===== src/rtl/lsu_pkg.sv =====
// Shared encodings, FSM state type and alignment helper for the load/store unit.
package lsu_pkg;

    localparam logic [1:0] SZ_BYTE    = 2'b00;
    localparam logic [1:0] SZ_HALF    = 2'b01;
    localparam logic [1:0] SZ_WORD    = 2'b10;
    localparam logic [1:0] SZ_ILLEGAL = 2'b11;

    typedef enum logic [1:0] {
        IDLE   = 2'b00,
        ACCESS = 2'b01,
        RESP   = 2'b10
    } lsu_state_e;

    // Alignment only; the illegal size code is rejected separately by the caller.
    function automatic logic lsu_misaligned(input logic [1:0] size, input logic [1:0] addr_lo);
        logic mis;
        mis = 1'b0;
        case (size)
            SZ_HALF: mis = addr_lo[0];
            SZ_WORD: mis = (addr_lo != 2'b00);
            default: mis = 1'b0;
        endcase
        return mis;
    endfunction

endpackage


===== src/rtl/lsu_lane_align.sv =====
// Little-endian byte-lane steering: load extraction/extension and store merge.
module lsu_lane_align
    import lsu_pkg::*;
(
    input  logic [31:0] mem_rd_i,
    input  logic [31:0] wdata_i,
    input  logic [1:0]  addr_lo_i,
    input  logic [1:0]  size_i,
    input  logic        signed_i,
    output logic [31:0] load_data_o,
    output logic [31:0] store_data_o
);

    logic [7:0]  byte_sel;
    logic [15:0] half_sel;

    // Pick the addressed lane(s) out of the memory word and extend to 32 bits.
    always_comb begin
        byte_sel    = mem_rd_i[{addr_lo_i, 3'b000} +: 8];
        half_sel    = addr_lo_i[1] ? mem_rd_i[31:16] : mem_rd_i[15:0];
        load_data_o = mem_rd_i;
        case (size_i)
            SZ_BYTE: load_data_o = {{24{signed_i & byte_sel[7]}}, byte_sel};
            SZ_HALF: load_data_o = {{16{signed_i & half_sel[15]}}, half_sel};
            default: load_data_o = mem_rd_i;
        endcase
    end

    // Overlay the right-aligned store data onto the current memory word.
    always_comb begin
        store_data_o = wdata_i;
        case (size_i)
            SZ_BYTE: begin
                store_data_o = mem_rd_i;
                store_data_o[{addr_lo_i, 3'b000} +: 8] = wdata_i[7:0];
            end
            SZ_HALF: begin
                store_data_o = mem_rd_i;
                store_data_o[{addr_lo_i[1], 4'b0000} +: 16] = wdata_i[15:0];
            end
            default: store_data_o = wdata_i;
        endcase
    end

endmodule


===== src/rtl/load_store_unit.sv =====
// Byte-addressed load/store front end for a word-addressed, combinational-read memory.
//   state  | meaning
//   IDLE   | ready for a request; checks alignment/range at accept
//   ACCESS | single memory cycle: load capture or read-modify-write store
//   RESP   | response held until the consumer takes it
module load_store_unit
    import lsu_pkg::*;
#(
    parameter int MEM_WORDS = 256,
    parameter int ADDR_W    = 32
) (
    input  logic              clk,
    input  logic              rst_n,
    input  logic              req_valid,
    output logic              req_ready,
    input  logic              req_we,
    input  logic [1:0]        req_size,
    input  logic              req_signed,
    input  logic [ADDR_W-1:0] req_addr,
    input  logic [31:0]       req_wdata,
    output logic              resp_valid,
    input  logic              resp_ready,
    output logic [31:0]       resp_rdata,
    output logic              resp_err,
    output logic [ADDR_W-1:0] mem_a,
    output logic [31:0]       mem_wd,
    output logic              mem_we,
    input  logic [31:0]       mem_rd
);

    localparam logic [ADDR_W-1:0] MEM_WORDS_A = ADDR_W'(MEM_WORDS);

    lsu_state_e        state_q, state_d;
    logic              we_q, we_d;
    logic [1:0]        size_q, size_d;
    logic              signed_q, signed_d;
    logic [ADDR_W-1:0] addr_q, addr_d;
    logic [31:0]       wdata_q, wdata_d;
    logic [31:0]       rdata_q, rdata_d;
    logic              err_q, err_d;

    logic              req_err;
    logic [31:0]       load_data;
    logic [31:0]       store_data;

    assign req_err = (req_size == SZ_ILLEGAL)
                   | lsu_misaligned(req_size, req_addr[1:0])
                   | ((req_addr >> 2) >= MEM_WORDS_A);

    lsu_lane_align u_lane_align (
        .mem_rd_i     (mem_rd),
        .wdata_i      (wdata_q),
        .addr_lo_i    (addr_q[1:0]),
        .size_i       (size_q),
        .signed_i     (signed_q),
        .load_data_o  (load_data),
        .store_data_o (store_data)
    );

    // Next-state, request/response capture and memory-port decode from the current state.
    always_comb begin
        state_d   = state_q;
        we_d      = we_q;
        size_d    = size_q;
        signed_d  = signed_q;
        addr_d    = addr_q;
        wdata_d   = wdata_q;
        rdata_d   = rdata_q;
        err_d     = err_q;
        req_ready = 1'b0;
        mem_a     = '0;
        mem_wd    = '0;
        mem_we    = 1'b0;
        case (state_q)
            IDLE: begin
                req_ready = 1'b1;
                if (req_valid) begin
                    we_d     = req_we;
                    size_d   = req_size;
                    signed_d = req_signed;
                    addr_d   = req_addr;
                    wdata_d  = req_wdata;
                    rdata_d  = '0;
                    err_d    = req_err;
                    state_d  = req_err ? RESP : ACCESS;
                end
            end
            ACCESS: begin
                mem_a   = addr_q >> 2;
                mem_we  = we_q;
                mem_wd  = we_q ? store_data : 32'h0;
                rdata_d = we_q ? 32'h0 : load_data;
                err_d   = 1'b0;
                state_d = RESP;
            end
            RESP: begin
                if (resp_ready) begin
                    state_d = IDLE;
                end
            end
            default: state_d = IDLE;
        endcase
    end

    // State register.
    always_ff @(posedge clk or negedge rst_n) begin
        if (!rst_n) begin
            state_q <= IDLE;
        end else begin
            state_q <= state_d;
        end
    end

    // Latched request fields and registered response.
    always_ff @(posedge clk or negedge rst_n) begin
        if (!rst_n) begin
            we_q     <= 1'b0;
            size_q   <= 2'b00;
            signed_q <= 1'b0;
            addr_q   <= '0;
            wdata_q  <= '0;
            rdata_q  <= '0;
            err_q    <= 1'b0;
        end else begin
            we_q     <= we_d;
            size_q   <= size_d;
            signed_q <= signed_d;
            addr_q   <= addr_d;
            wdata_q  <= wdata_d;
            rdata_q  <= rdata_d;
            err_q    <= err_d;
        end
    end

    assign resp_valid = (state_q == RESP);
    assign resp_rdata = rdata_q;
    assign resp_err   = err_q;

endmodule


===== config.mk =====
export PLATFORM = sky130hd
export DESIGN_NAME = load_store_unit
export DESIGN_NICKNAME = d
export VERILOG_FILES = /design/src/rtl/lsu_pkg.sv /design/src/rtl/lsu_lane_align.sv /design/src/rtl/load_store_unit.sv
export SDC_FILE = /design/constraint.sdc
export NUM_CORES = 1
export LEC_CHECK = 0
export CORE_UTILIZATION = 47
export DETAILED_ROUTE_END_ITERATION = 8
export MAX_ROUTING_LAYER = met4
export PLACE_DENSITY = 0.82
export SETUP_SLACK_MARGIN = 0.5
export SLEW_MARGIN = 20
export SYNTH_ARGS = -nofsm -noshare
export SYNTH_HDL_FRONTEND = slang
export SYNTH_SLANG_ARGS = --single-unit

===== constraint.sdc =====
create_clock -name clk -period 3.3 [get_ports clk]
set_clock_uncertainty 0.2 [all_clocks]
set_input_delay 0.66 -clock clk [delete_from_list [all_inputs] [get_ports clk]]
set_output_delay 0.66 -clock clk [all_outputs]
set_load 0.03 [all_outputs]

Word level (Yosys, flattened, before mapping)

Index checks and enable logic that the tools add are counted.

$add $sub $neg: 2
Magnitude comparators: 1
Eq/ne operators: 8
Shifts and indexed selects: 5
Muxes and demuxes: 20
Bitwise gates (word level): 4
Reductions and logical operators: 7

Operators by type and width:

| operator                                                                             | number |
|---|---|
| 32-bit case mux with 2 select lines                                                  | 3 |
| 32-bit two-way mux                                                                   | 4 |
| 32-bit bitwise mux                                                                   | 2 |
| 16-bit by 7-bit variable shift with 32-bit output, first input constant              | 1 |
| 8-bit by 7-bit variable shift with 32-bit output, first input constant               | 1 |
| 16-bit by 7-bit variable part select with 32-bit output                              | 1 |
| 32-bit by 6-bit variable part select with 8-bit output                               | 1 |
| 8-bit by 7-bit variable part select with 32-bit output                               | 1 |
| 30-bit by 9-bit greater-or-equal comparator with 1-bit output, second input constant | 1 |
| 30-bit two-way mux                                                                   | 1 |
| 16-bit two-way mux                                                                   | 1 |
| 5-bit negator with 7-bit output                                                      | 2 |
| 2-bit by 1-bit == test with 1-bit output, second input constant                      | 3 |
| 2-bit == test, second input constant                                                 | 3 |
| 2-bit two-way mux                                                                    | 3 |
| 2-bit case mux with 3 select lines                                                   | 1 |
| 2-bit AND reduction                                                                  | 3 |
| 2-bit zero test                                                                      | 2 |
| 1-bit case mux with 2 select lines                                                   | 2 |
| 2-bit nonzero test                                                                   | 2 |
| 1-bit two-way mux                                                                    | 3 |
| 1-bit bitwise AND                                                                    | 2 |
| 2-bit by 1-bit inequality test with 1-bit output, second input constant              | 1 |
| 2-bit inequality test, second input constant                                         | 1 |
| 1-bit bitwise OR                                                                     | 2 |

Flip-flop bits (word level): 103
Input bits: 104
Word-level logic and storage cells: 55

Logic depth before layout (Yosys ltp)

Depth after elaboration: 7
Mapped depth: 9
Mapped depth without buffers: 6

Hierarchy

A second synthesis with hierarchy kept.

Cells, all modules: 599
Area total of the unflattened synthesis: 6407.4 µm²

By module, submodules not included:

| module          | times used | cells each | area an instance (µm²) |
|---|---|---|---|
| load_store_unit | 1          | 323        | 4508.1 |
| lsu_lane_align  | 1          | 276        | 1899.3 |

Least setup slack after synthesis

OpenSTA, ideal clock, no wires.

Path kind: reg-to-output
From: register addr_q[1]
To: output mem_wd[0]
Data arrival time: 2.556 ns
Data required time: 2.440 ns
Setup slack: -0.116 ns
Cell stages (with the launch flop): 9
Path buffers: 2
Cells stage by stage: dfrtp_1 > buf_4 > buf_6 > inv_1 > ha_1 > clkinv_1 > nor4b_2 > a221oi_1 > nor3_1

Longest elaborated chain between the ends: 6

RTL lines:

| item                                                                                  | line                                       | source |
|---|---|---|
| from (decl)                                                                           | load_store_unit.sv:37                      | `logic [ADDR_W-1:0] addr_q, addr_d;` |
| from (signal assigned)                                                                | load_store_unit.sv:128                     | `addr_q <= addr_d;` |
| 5-bit negator with 7-bit output (on tied branches)                                    | lsu_lane_align.sv:39, lsu_lane_align.sv:35 |  |
| 16-bit by 7-bit variable part select with 32-bit output, or another cell as far along | lsu_lane_align.sv:39                       | `store_data_o[{addr_lo_i[1], 4'b0000} +: 16] = wdata_i[15:0];` |
| 32-bit bitwise mux (on tied branches)                                                 | lsu_lane_align.sv:39, lsu_lane_align.sv:35 |  |
| 32-bit case mux with 2 select lines (*)                                               | lsu_lane_align.sv:32                       | `case (size_i)` |
| 32-bit two-way mux (*)                                                                | load_store_unit.sv:91                      | `mem_wd = we_q ? store_data : 32'h0;` |
| 32-bit two-way mux (*)                                                                | load_store_unit.sv:74                      | `case (state_q)` |
| to (decl)                                                                             | load_store_unit.sv:26                      | `output logic [31:0] mem_wd,` |

Every way passes the cells marked *; elsewhere a longest branch is shown, timed or not.

Worst setup path in the final report

From: register addr_q[0]
To: output mem_wd[18]

Longest elaborated chain between the ends: 6

RTL lines:

| item                                                                                                                              | line                  | source |
|---|---|---|
| 5-bit negator with 7-bit output (*)                                                                                               | lsu_lane_align.sv:35  | `store_data_o[{addr_lo_i, 3'b000} +: 8] = wdata_i[7:0];` |
| 8-bit by 7-bit variable part select with 32-bit output / 8-bit by 7-bit variable shift with 32-bit output (equally long branches) | lsu_lane_align.sv:35  |  |
| 32-bit bitwise mux (*)                                                                                                            | lsu_lane_align.sv:35  |  |
| 32-bit case mux with 2 select lines (*)                                                                                           | lsu_lane_align.sv:32  |  |
| 32-bit two-way mux (*)                                                                                                            | load_store_unit.sv:91 |  |
| 32-bit two-way mux (*)                                                                                                            | load_store_unit.sv:74 |  |

Marked as above.

==> results.py <==
metrics = {
    "synth": {
        "synth_area_per_cell_um2": 8.81,
        "synth_compound_area_share_pct": 20.4,
        "dominant_cell_by_count_in_the_synthesized_netlist": "sky130_fd_sc_hd__nand2_1",
        "postSynthCellCount": 688,
        "most_common_flop_cell_mapped_by_yosys": "sky130_fd_sc_hd__dfrtp_1",
        "synth_area_leader_cell": "sky130_fd_sc_hd__dfrtp_1",
        "synth_adder_area_share_pct": 1.65,
        "share_of_flip_flops_with_an_asynchronous_set_or_reset_after_synthesis_pct": 100,
        "synthesis.yosys.warnings": 0,
        "synth.area.top_cells": "sky130_fd_sc_hd__dfrtp_1 (43%), sky130_fd_sc_hd__nand2_1 (14%), sky130_fd_sc_hd__mux2i_1 (3.8%), sky130_fd_sc_hd__a221oi_1 (3.8%), sky130_fd_sc_hd__a221o_1 (3.6%)",
        "yosys_register_bits": 103,
        "synth_top_family_by_area": "simple AND/OR/NAND/NOR gates",
        "share_of_cell_area_taken_by_muxes_after_synthesis_pct": 6.83,
        "synthXorXnorAreaFrac_pct": 0,
        "synthesized_area_fraction_occupied_by_and_or_nand_nor_cells_pct": 22.7,
        "yosys-top-cells-count": "sky130_fd_sc_hd__nand2_1 (226), sky130_fd_sc_hd__dfrtp_1 (103), sky130_fd_sc_hd__clkbuf_1 (32)",
        "synth-edff-count": 0,
        "part_of_the_yosys_area_used_for_sequential_elements_pct": 42.5,
        "synth.top_cell.area_share_pct": 42.5,
        "synth.distinct_cells": 51,
        "syn_area_um2": 6060,
    },
    "timing": {
        "drv_slew": 0,
        "max_slew.worst_pin.slew_ps": 794,
        "setup_repair_after_global_routing_missed_its_margin": "yes",
        "final.min_clock_period_ps": 3200,
        "timing_hold_violations_final": 0,
        "maxClockFrequency_mhz": 313,
        "number_of_setup_violations_in_the_final_report": 0,
        "setup_total_negative_slack_ps": 0,
        "final.setup.worst_slack_ps": 102,
        "timing.final.crit_share_pct": 96.9,
        "worst_slew_margin_rel_pct": 47.0,
    },
    "power": {
        "p_seq_share_pct": 38.5,
        "power_report.internal_total_mw": 2.70,
        "power.density_cell_area_nw_per_um2": 467,
        "worst_ir_drop_vdd_uv": 336,
        "power.clock.fraction_pct": 23.4,
        "total_power_mw": 4.27,
        "p_switching_mw": 1.56,
        "pwr-share-comb_pct": 38.1,
        "cellLeakagePower_nw": 4.20,
        "switching_share_pct": 36.7,
    },
    "detailed_routing": {
        "drt_drc_violations_left": 0,
        "drtAntennaViolNets": 0,
        "drt_total_wl_um": 21100,
        "wl_per_cell_um": 19.8,
        "via_per_inst": 5.89,
        "drt_iter0_markers": 604,
        "drt_first_pass_iters": 6,
        "detailroute.via_count": 6274,
    },
    "global_routing": {
        "globalRouteMet3Util_pct": 5.75,
        "globalRoute.busiestLayer": "met2",
        "vias_in_the_first_global_route": 6136,
        "global_route.overflow_total": 0,
        "global_router_s_overall_resource_usage_pct": 33.7,
        "grt_pass1_wl_um": 33100,
        "grt_start_max_net_pins": 64,
        "antenna_found_initial": 0,
        "met1_usage_pct": 43.5,
        "grtUsageMet2_pct": 53.0,
    },
    "cts": {
        "ctsHoldBuffers": 0,
        "cts_sinks": 103,
        "cts_inserted_buffers": 9,
        "cts_tree": "yes",
        "clock_tree.root_cell": "sky130_fd_sc_hd__clkbuf_16",
        "path_clk_slew_ps": 70,
        "latest_clock_arrival_within_the_worst_skew_pair_ps": 360,
        "max-clock-path-buffers": 2,
        "cts.htree.levels": 3,
    },
    "final_layout": {
        "final-seq-area_um2": 2580,
        "post_route_cells_drive_above_1_share_pct": 18.6,
        "diodes": 0,
        "final_net_count": 1001,
        "area_delta_synth_final_pct": 50.6,
        "multi_input_combinational_cell_area_um2": 3520,
        "nFillCells": 986,
    },
    "critical_path": {
        "delay_heaviest_family_cp": "buffers and inverters",
        "chain_of_cells_forming_the_critical_path": "buf_4 > buf_12 > buf_12 > nor4bb_4 > buf_6 > a221oi_2 > a211o_1 > a21oi_4 > buf_6",
        "slowest_stage": "sky130_fd_sc_hd__dfrtp_1",
        "worstSetupStartpointType": "flip-flop",
        "largest_stage_delay_on_the_critical_path_ps": 400,
        "timing.critical_path.fanout_max": 8,
        "critPathKind": "flip-flop to output port",
        "critPathArrivalTime_ps": 2340,
        "required_ps": 2440,
        "cp.buffers_inverters": 5,
        "setup.worst_path.end_class": "output port",
    },
    "die": {
        "floorplan.die_area_um2": 13400,
        "die_w_um": 116,
        "core_um2": 12600,
        "placement_rows": 41,
        "ios": 204,
        "initial_core_util_pct": 48.0,
        "die-height_um": 116,
    },
    "run_status": {
        "status": "finished, final reports clean",
    },
    "placed_design": {
        "dpl_hpwl_um": 15700,
        "portBuffers": 201,
        "dpl_worst_slack_ps": 69.8,
        "place_congestion": 0.959,
    },
    "job": {
        "cap_violations": 0,
    },
    "min_path": {
        "holdCritPathClass": "input pin to async pin",
    },
}
[state kept, by name, summed over array words and instances (netlist names)]
name and flops:
resp_err 1, addr_q 32, state_q 2, we_q 1
resp_rdata 32, size_q 2, signed_q 1, wdata_q 32
[cell type report]
| class | instances | share of cell area, % |
|---|---|---|
| multi-input combinational | 511 | 38.6 |
| tap | 172 | 2.36 |
| inverter | 19 | 0.877 |
| timing repair buffer | 245 | 26.9 |
| clock buffer | 13 | 2.74 |
| clock inverter | 3 | 0.206 |
| sequential | 103 | 28.3 |
[timing repair]
| item | in CTS | in global routing |
|---|---|---|
| setup endpoints to repair | 62 | 60 |
| pin swaps | 10 | 18 |
| gates resized for setup | 89 | 34 |
| setup buffers | 11 | 0 |
| gates cloned | 0 | 0 |
[routing by layer]
layer  vias to the layer above  wire, um  share of wire (%)
li1                       2839         -                  -
met1                      3106      8880                 42
met2                       278     10100                 48
met3                        51      1500                7.1
met4                         0       601                2.9
met5                         -         0                  0
[worst register-to-register path, stage by stage (launching register included)]
cell                      delay [ps]
sky130_fd_sc_hd__dfrtp_1         430
sky130_fd_sc_hd__nor2b_4         220
sky130_fd_sc_hd__buf_6           230
sky130_fd_sc_hd__nor2b_1         680
sky130_fd_sc_hd__and2_4          380
sky130_fd_sc_hd__a221o_1         180
[cells by family (layout without fill, tap and decap cells)]
logic type | count (synthesis) | in the layout
adders and majority gates | 8 | 8
AOI/OAI and AO/OA | 154 | 154
buffers and inverters | 75 | 280
DFF | 103 | 103
other | 1 | 2
muxes | 32 | 32
and+or+nand+nor | 315 | 315
[placed cells by master (no fill, tap or decap), drive strengths merged, types with 2 or more instances in the layout]
cell type	synthesis	routed
a211o	16	16
a21o	3	3
a21oi	22	22
a221o	22	22
a221oi	26	26
a222oi	7	7
a22o	9	9
a32o	6	6
and2	32	32
buf	24	78
clkbuf	32	15
clkdlybuf4s50	0	137
clkinv	1	4
conb	1	2
dfrtp	103	103
dlygate4sd2	0	28
ha	8	8
inv	18	17
mux2	2	2
mux2i	23	23
mux4	7	7
nand2	226	226
nand2b	8	8
nor2	20	20
nor2b	5	5
nor3	10	10
nor4	6	6
nor4bb	2	2
o21ai	14	14
o22ai	14	14
o31ai	7	7
or2	2	2
[power groups by stage]
stage / combinational (mW) / sequential (mW) / clock (mW)
3_3_place_gp: 1.44 / 1.64 / 0
6_report: 1.63 / 1.64 / 1.00
2_1_floorplan: 1.03 / 1.60 / 0
3_5_place_dp: 1.48 / 1.66 / 0
4_1_cts: 1.58 / 1.63 / 1.01
5_1_grt: 1.77 / 1.66 / 1.06
[worst paths after layout]
check                                 from        endpoint  slack, ps  cells after the start
worst max-delay path             addr_q[0]      mem_wd[18]        100                      9
worst min-delay path                 rst_n  resp_rdata[15]        100                      1
worst max register to register  state_q[0]  resp_rdata[21]        910                      5
worst min register to register  addr_q[26]      addr_q[26]        270                      2
max in group asynchronous            rst_n       size_q[1]       2020                      2
min in group clk                addr_q[26]      addr_q[26]        270                      2
[through the flow]
step                cells  cell area [um2]  hold WS, ps  utilization [%]
detailed placement   1039             8620          254             68.3
global placement     1039             8620          249             68.3
floorplan             689             6390          164                -
finish               1066             9130         96.5             72.3
CTS                  1066             9030          111             71.6
global route         1066             9130          133             72.3
Power figures use the tool's default switching activity.
